`src/rtl/tod_counter_if.sv`:
```
// Control, load, alarm and time/strobe bundle for the time-of-day counter.
// The master drives controls and loads; the slave is the counter itself.
interface tod_counter_if #(
    parameter int unsigned HOUR_W = 5,
    parameter int unsigned MS_W   = 6
);
    logic              run;
    logic              mode12;
    logic              ld_valid;
    logic [2:0]        ld_mask;
    logic [HOUR_W-1:0] ld_hour;
    logic [MS_W-1:0]   ld_min;
    logic [MS_W-1:0]   ld_sec;
    logic              alarm_en;
    logic [HOUR_W-1:0] alarm_hour;
    logic [MS_W-1:0]   alarm_min;

    logic [HOUR_W-1:0] hour;
    logic [MS_W-1:0]   minute;
    logic [MS_W-1:0]   second;
    logic [HOUR_W-1:0] hour_disp;
    logic              pm;
    logic              sec_pulse;
    logic              min_pulse;
    logic              hour_pulse;
    logic              day_pulse;
    logic              ld_ack;
    logic              ld_err;
    logic              alarm_hit;

    modport master (
        output run, mode12, ld_valid, ld_mask, ld_hour, ld_min, ld_sec,
               alarm_en, alarm_hour, alarm_min,
        input  hour, minute, second, hour_disp, pm, sec_pulse, min_pulse,
               hour_pulse, day_pulse, ld_ack, ld_err, alarm_hit
    );

    modport slave (
        input  run, mode12, ld_valid, ld_mask, ld_hour, ld_min, ld_sec,
               alarm_en, alarm_hour, alarm_min,
        output hour, minute, second, hour_disp, pm, sec_pulse, min_pulse,
               hour_pulse, day_pulse, ld_ack, ld_err, alarm_hit
    );
endinterface

```
`src/rtl/tod_counter.sv`:
```
// Time-of-day counter: tick-enable divider, HH:MM:SS with carries, validated
// masked loads, 12/24-hour display, rollover strobes and an alarm compare.
module tod_counter #(
    parameter int unsigned CLK_DIV = 100000000,
    parameter int unsigned HOUR_W  = 5,
    parameter int unsigned MS_W    = 6
) (
    input  logic         clk,
    input  logic         rst,
    tod_counter_if.slave bus
);
    localparam int unsigned DIV_W = $clog2(CLK_DIV);
    localparam logic [DIV_W-1:0]  DIV_LAST = DIV_W'(CLK_DIV - 1);
    localparam logic [HOUR_W-1:0] HOUR_MAX = HOUR_W'(23);
    localparam logic [HOUR_W-1:0] HOUR_12  = HOUR_W'(12);
    localparam logic [MS_W-1:0]   MS_MAX   = MS_W'(59);

    logic [DIV_W-1:0]  div_q,  div_n;
    logic [HOUR_W-1:0] hour_q, hour_n;
    logic [MS_W-1:0]   min_q,  min_n;
    logic [MS_W-1:0]   sec_q,  sec_n;
    logic sec_p_q,  sec_p_n;
    logic min_p_q,  min_p_n;
    logic hour_p_q, hour_p_n;
    logic day_p_q,  day_p_n;
    logic ack_q,    ack_n;
    logic err_q,    err_n;
    logic hit_q,    hit_n;

    logic tick;
    logic ld_bad;
    logic ld_take;

    assign tick    = bus.run && (div_q == DIV_LAST);
    assign ld_bad  = (bus.ld_mask[2] && (bus.ld_hour > HOUR_MAX)) ||
                     (bus.ld_mask[1] && (bus.ld_min  > MS_MAX))   ||
                     (bus.ld_mask[0] && (bus.ld_sec  > MS_MAX));
    assign ld_take = bus.ld_valid && !ld_bad;

    // Next-state: an accepted load wins over the tick; a rejected one lets it through.
    always_comb begin
        div_n    = div_q;
        hour_n   = hour_q;
        min_n    = min_q;
        sec_n    = sec_q;
        sec_p_n  = 1'b0;
        min_p_n  = 1'b0;
        hour_p_n = 1'b0;
        day_p_n  = 1'b0;
        ack_n    = 1'b0;
        err_n    = 1'b0;
        hit_n    = 1'b0;

        if (bus.run) begin
            div_n = tick ? '0 : div_q + DIV_W'(1);
        end

        if (ld_take) begin
            div_n = '0;
            ack_n = 1'b1;
            if (bus.ld_mask[2]) hour_n = bus.ld_hour;
            if (bus.ld_mask[1]) min_n  = bus.ld_min;
            if (bus.ld_mask[0]) sec_n  = bus.ld_sec;
        end else begin
            err_n = bus.ld_valid;
            if (tick) begin
                sec_p_n = 1'b1;
                if (sec_q == MS_MAX) begin
                    sec_n   = '0;
                    min_p_n = 1'b1;
                    if (min_q == MS_MAX) begin
                        min_n    = '0;
                        hour_p_n = 1'b1;
                        if (hour_q == HOUR_MAX) begin
                            hour_n  = '0;
                            day_p_n = 1'b1;
                        end else begin
                            hour_n = hour_q + HOUR_W'(1);
                        end
                    end else begin
                        min_n = min_q + MS_W'(1);
                    end
                end else begin
                    sec_n = sec_q + MS_W'(1);
                end
                // Only a tick can land on second 0, so this fires once per matching minute.
                hit_n = bus.alarm_en && (sec_n == '0) &&
                        (hour_n == bus.alarm_hour) && (min_n == bus.alarm_min);
            end
        end
    end

    always_ff @(posedge clk or posedge rst) begin
        if (rst) begin
            div_q    <= '0;
            hour_q   <= '0;
            min_q    <= '0;
            sec_q    <= '0;
            sec_p_q  <= 1'b0;
            min_p_q  <= 1'b0;
            hour_p_q <= 1'b0;
            day_p_q  <= 1'b0;
            ack_q    <= 1'b0;
            err_q    <= 1'b0;
            hit_q    <= 1'b0;
        end else begin
            div_q    <= div_n;
            hour_q   <= hour_n;
            min_q    <= min_n;
            sec_q    <= sec_n;
            sec_p_q  <= sec_p_n;
            min_p_q  <= min_p_n;
            hour_p_q <= hour_p_n;
            day_p_q  <= day_p_n;
            ack_q    <= ack_n;
            err_q    <= err_n;
            hit_q    <= hit_n;
        end
    end

    // Display hour is a pure decode of the registered 24-hour value.
    always_comb begin
        bus.hour_disp = hour_q;
        if (bus.mode12) begin
            if (hour_q == '0)          bus.hour_disp = HOUR_12;
            else if (hour_q > HOUR_12) bus.hour_disp = hour_q - HOUR_12;
        end
    end

    assign bus.pm         = (hour_q >= HOUR_12);
    assign bus.hour       = hour_q;
    assign bus.minute     = min_q;
    assign bus.second     = sec_q;
    assign bus.sec_pulse  = sec_p_q;
    assign bus.min_pulse  = min_p_q;
    assign bus.hour_pulse = hour_p_q;
    assign bus.day_pulse  = day_p_q;
    assign bus.ld_ack     = ack_q;
    assign bus.ld_err     = err_q;
    assign bus.alarm_hit  = hit_q;
endmodule

```
`src/flat_wrapper.sv`:
```
// flat-port wrapper written by rule: the top's interface ports become plain ports
module tod_counter_flat 
#(
    parameter int unsigned CLK_DIV = 100000000,
    parameter int unsigned HOUR_W  = 5,
    parameter int unsigned MS_W    = 6
)
  (clk, rst, bus_run, bus_mode12, bus_ld_valid, bus_ld_mask, bus_ld_hour, bus_ld_min, bus_ld_sec, bus_alarm_en, bus_alarm_hour, bus_alarm_min, bus_hour, bus_minute, bus_second, bus_hour_disp, bus_pm, bus_sec_pulse, bus_min_pulse, bus_hour_pulse, bus_day_pulse, bus_ld_ack, bus_ld_err, bus_alarm_hit);
  tod_counter_if #(.HOUR_W(HOUR_W), .MS_W(MS_W)) bus_i ();
  input  logic clk;
  input  logic rst;
  input wire logic [$bits(bus_i.run)-1:0] bus_run;
  input wire logic [$bits(bus_i.mode12)-1:0] bus_mode12;
  input wire logic [$bits(bus_i.ld_valid)-1:0] bus_ld_valid;
  input wire logic [$bits(bus_i.ld_mask)-1:0] bus_ld_mask;
  input wire logic [$bits(bus_i.ld_hour)-1:0] bus_ld_hour;
  input wire logic [$bits(bus_i.ld_min)-1:0] bus_ld_min;
  input wire logic [$bits(bus_i.ld_sec)-1:0] bus_ld_sec;
  input wire logic [$bits(bus_i.alarm_en)-1:0] bus_alarm_en;
  input wire logic [$bits(bus_i.alarm_hour)-1:0] bus_alarm_hour;
  input wire logic [$bits(bus_i.alarm_min)-1:0] bus_alarm_min;
  output wire logic [$bits(bus_i.hour)-1:0] bus_hour;
  output wire logic [$bits(bus_i.minute)-1:0] bus_minute;
  output wire logic [$bits(bus_i.second)-1:0] bus_second;
  output wire logic [$bits(bus_i.hour_disp)-1:0] bus_hour_disp;
  output wire logic [$bits(bus_i.pm)-1:0] bus_pm;
  output wire logic [$bits(bus_i.sec_pulse)-1:0] bus_sec_pulse;
  output wire logic [$bits(bus_i.min_pulse)-1:0] bus_min_pulse;
  output wire logic [$bits(bus_i.hour_pulse)-1:0] bus_hour_pulse;
  output wire logic [$bits(bus_i.day_pulse)-1:0] bus_day_pulse;
  output wire logic [$bits(bus_i.ld_ack)-1:0] bus_ld_ack;
  output wire logic [$bits(bus_i.ld_err)-1:0] bus_ld_err;
  output wire logic [$bits(bus_i.alarm_hit)-1:0] bus_alarm_hit;
  assign bus_i.run = bus_run;
  assign bus_i.mode12 = bus_mode12;
  assign bus_i.ld_valid = bus_ld_valid;
  assign bus_i.ld_mask = bus_ld_mask;
  assign bus_i.ld_hour = bus_ld_hour;
  assign bus_i.ld_min = bus_ld_min;
  assign bus_i.ld_sec = bus_ld_sec;
  assign bus_i.alarm_en = bus_alarm_en;
  assign bus_i.alarm_hour = bus_alarm_hour;
  assign bus_i.alarm_min = bus_alarm_min;
  assign bus_hour = bus_i.hour;
  assign bus_minute = bus_i.minute;
  assign bus_second = bus_i.second;
  assign bus_hour_disp = bus_i.hour_disp;
  assign bus_pm = bus_i.pm;
  assign bus_sec_pulse = bus_i.sec_pulse;
  assign bus_min_pulse = bus_i.min_pulse;
  assign bus_hour_pulse = bus_i.hour_pulse;
  assign bus_day_pulse = bus_i.day_pulse;
  assign bus_ld_ack = bus_i.ld_ack;
  assign bus_ld_err = bus_i.ld_err;
  assign bus_alarm_hit = bus_i.alarm_hit;
  tod_counter #(.CLK_DIV(CLK_DIV), .HOUR_W(HOUR_W), .MS_W(MS_W)) u_core (.clk(clk), .rst(rst), .bus(bus_i));
endmodule
```
`config.mk`:
```
export PLATFORM = sky130hd
export DESIGN_NAME = tod_counter_flat
export DESIGN_NICKNAME = d
export VERILOG_FILES = /design/src/rtl/tod_counter_if.sv /design/src/rtl/tod_counter.sv /design/src/flat_wrapper.sv
export SDC_FILE = /design/constraint.sdc
export NUM_CORES = 1
export LEC_CHECK = 0
export CAP_MARGIN = 20
export CORE_UTILIZATION = 50
export DETAILED_ROUTE_END_ITERATION = 6
export GPL_TIMING_DRIVEN = 0
export PLACE_DENSITY = 0.74
export SYNTH_ARGS = -nofsm -noshare
export SYNTH_HDL_FRONTEND = slang
export SYNTH_SLANG_ARGS = --single-unit
```
`constraint.sdc`:
```
create_clock -name clk -period 3 [get_ports clk]
set_clock_uncertainty 0.1 [all_clocks]
set_input_delay 0.3 -clock clk [delete_from_list [all_inputs] [get_ports clk]]
set_output_delay 0.3 -clock clk [all_outputs]
set_load 0.01 [all_outputs]
```
==> impl_metrics.tcl <==
set metrics [dict create \
    cts_buffers 5 \
    wl_per_cell_um 17.1 \
    synthFlopType "dfrtp_1" \
    cts.path.max_buffers 2 \
    synthArstFlopShare_pct 100 \
    status "finished clean" \
    cp.arrival_ns 2.80 \
    yosysTopAreaCell "dfrtp_1" \
    grt-ovfl-total 0 \
    end_kind "flip-flop" \
    routabilityCongestion 0.899 \
    start_util_pct 52.2 \
    die_area_mm2 0.00748 \
    drc 0 \
    setup_viol 0 \
    hp-class "in2async" \
    post_cts_buffers 0 \
    power_density_mw_per_mm2 479 \
    grt_use_total_pct 28.7 \
    h-tree-depth 2 \
    coreArea_mm2 0.00683 \
    ir_drop_uv 408 \
    grt_pass1_vias 3307 \
    layout.nets 536 \
    finalHoldViolCount 0 \
    num_io_pins 67 \
    yosysSeqAreaShare_pct 35.8 \
    antenna_cells 0 \
    finalNonFillerCells 587 \
    cts.sinks 51 \
    fin_ws_ns 0.299 \
    vias 3537 \
    first_iter_violations 206 \
    cts.clk_slew.worst_paths_ns 0.10 \
    dp.cells 580 \
    synth_cells 417 \
    final_min_period_over_clock_period_pct 90.0 \
    final_util_pct 65.5 \
    antenna_found_initial 0 \
    avgViaCountPerCell 6.03 \
    ant_nets 0 \
    worst_ep_required_time_ns 3.10 \
    rows 30 \
    cts_tree "yes" \
    fp.dieH_um 86.5 \
    layout_commonest_cell "clkdlybuf4s50_1" \
    synth_top_area_share_pct 35.8 \
    clk_latency_ns 0.31 \
    cp-start-kind "flip-flop" \
    setup_tns_ns 0 \
    rsz0062_at_grt "false" \
    synth.distinct_cells 62 \
    areaGrowthSynthToFinish_pct 25.3 \
    fin_crit_ns 2.70 \
    crit_path_max_fanout 7 \
    synth_area_leaders "dfrtp_1 36%, xnor2_1 5.2%, nor2_1 4.0%" \
    fillers 615 \
    final_area_mm2 0.00447 \
    io_buffers 66 \
    max_freq_ghz 0.370 \
    cts_root_buffer "clkbuf_8" \
    tightestPinTransition_ns 0.885 \
    layout_common_cells "66 x clkdlybuf4s50_1, 51 x dfrtp_1, 38 x nor2_1" \
    dr.pass1.iters 4 \
    synth-seq-cells 51 \
    grt_max_degree 36 \
    die_x_um 86.5 \
    ctsResizeCount 0 \
    critPathKind "reg2reg" \
    synth_edf_count 0 \
    yosysWarnings 0 \
    p_leak_uw 0.00178 \
    grt_pass1_wl_um 16600 \
    report.final.slew_viol_count 0 \
    slew_headroom_pct 40.7 \
    routed_wl_um 10000 \
    dpl_cell_area_mm2 0.00437 \
    dp_hpwl_um 7560 \
    netlist_area_mm2 0.00357 \
    ctsHoldBuffers 0 \
    syn_area_per_cell_um2 8.56 \
    drv_cap 0 \
    detailedPlace.worstSlack_ns 0.112 \
    synthesis.nets 462 \
    drive_gt1_share_pct 6.52 \
]
[sequential cells by signal (all words and copies together) (netlist names)]
| name | flops |
|---|---|
| u_core.bus.alarm_hit | 1 |
| u_core.bus.day_pulse | 1 |
| u_core.bus.hour | 5 |
| u_core.bus.hour_pulse | 1 |
| u_core.bus.ld_ack | 1 |
| u_core.bus.ld_err | 1 |
| u_core.bus.min_pulse | 1 |
| u_core.bus.minute | 6 |
| u_core.bus.sec_pulse | 1 |
| u_core.bus.second | 6 |
| u_core.div_q | 27 |
[layer usage]
metal,routed length (um),up-vias,global-route usage [%]
met5,0,-,0
met4,124,0,7.88
met3,721,14,3.71
met2,4430,166,42.8
met1,4760,1685,43.4
li1,-,1672,-
[cells by family after synthesis]
family                   Yosys count  share of synthesized area, %
AO/OA/AOI/OAI                     93                          17.5
XOR/XNOR                          30                          7.36
adder cells (fa/ha/maj)            8                          2.81
buffers and inverters             38                          5.43
flip-flops                        51                          35.8
multiplexers                      12                          3.54
AND/OR/NAND/NOR                  185                          27.6
[worst max-delay path: stages, from the launching register on]
cell and delay (ns):
dfrtp_1 0.43, ha_1 0.33, nor2b_1 0.20, buf_6 0.16, nand3_1 0.14, o41ai_1 0.40
xor2_1 0.12, or4_1 0.50, nor4_2 0.20
[worst paths after layout]
path	startpoint	to	slack (ns)	cells past startpoint
min in group clk	u_core.div_q[24]	u_core.div_q[24]	0.45	2
worst min-delay path	rst	u_core.bus.second[4]	0.18	2
worst max-delay path	u_core.bus.second[0]	u_core.bus.alarm_hit	0.30	8
worst max register to register	u_core.bus.second[0]	u_core.bus.alarm_hit	0.30	8
worst min register to register	u_core.div_q[24]	u_core.div_q[24]	0.45	2
max in group asynchronous	rst	u_core.div_q[3]	2.09	3
[power breakdown]
part	internal [uW]	leakage, uW	switching (uW)
registers	748	0.000678	102
clock network	245	0.0000513	237
logic	396	0.00106	415
total	1390	0.00178	755
[synthesized netlist by cell type, types with 6 or more instances]
cell type / count
nor3_1: 15
o21ai_0: 27
dfrtp_1: 51
clkbuf_1: 10
nand2b_1: 6
nor2_1: 38
xor2_1: 9
nand2_1: 35
or3_1: 7
inv_1: 16
xnor2_1: 21
nand4_1: 8
ha_1: 8
and3_1: 8
a21oi_1: 22
mux2i_1: 9
nor4_1: 10
a31oi_1: 9
nand3_1: 28
[metrics by stage]
stage	hold WS (ns)	power [uW]
after floorplan	0.349	1300
after global placement	0.422	1650
after detailed placement	0.428	1660
after CTS	0.202	2130
after global routing	0.237	2250
final	0.182	2140
[area by class of cell]
cell class / count / area, um^2 / area share (%)
Multi-Input combinational cell: 328 / 2100 / 46.9
Buffer: 22 / 134 / 2.99
Clock inverter: 1 / 30.0 / 0.672
Clock buffer: 6 / 72.6 / 1.62
Inverter: 16 / 60.1 / 1.34
Tap cell: 96 / 120 / 2.69
Sequential cell: 51 / 1280 / 28.5
Timing Repair Buffer: 67 / 681 / 15.2
No activity file was read; power rests on OpenSTA's default activity.
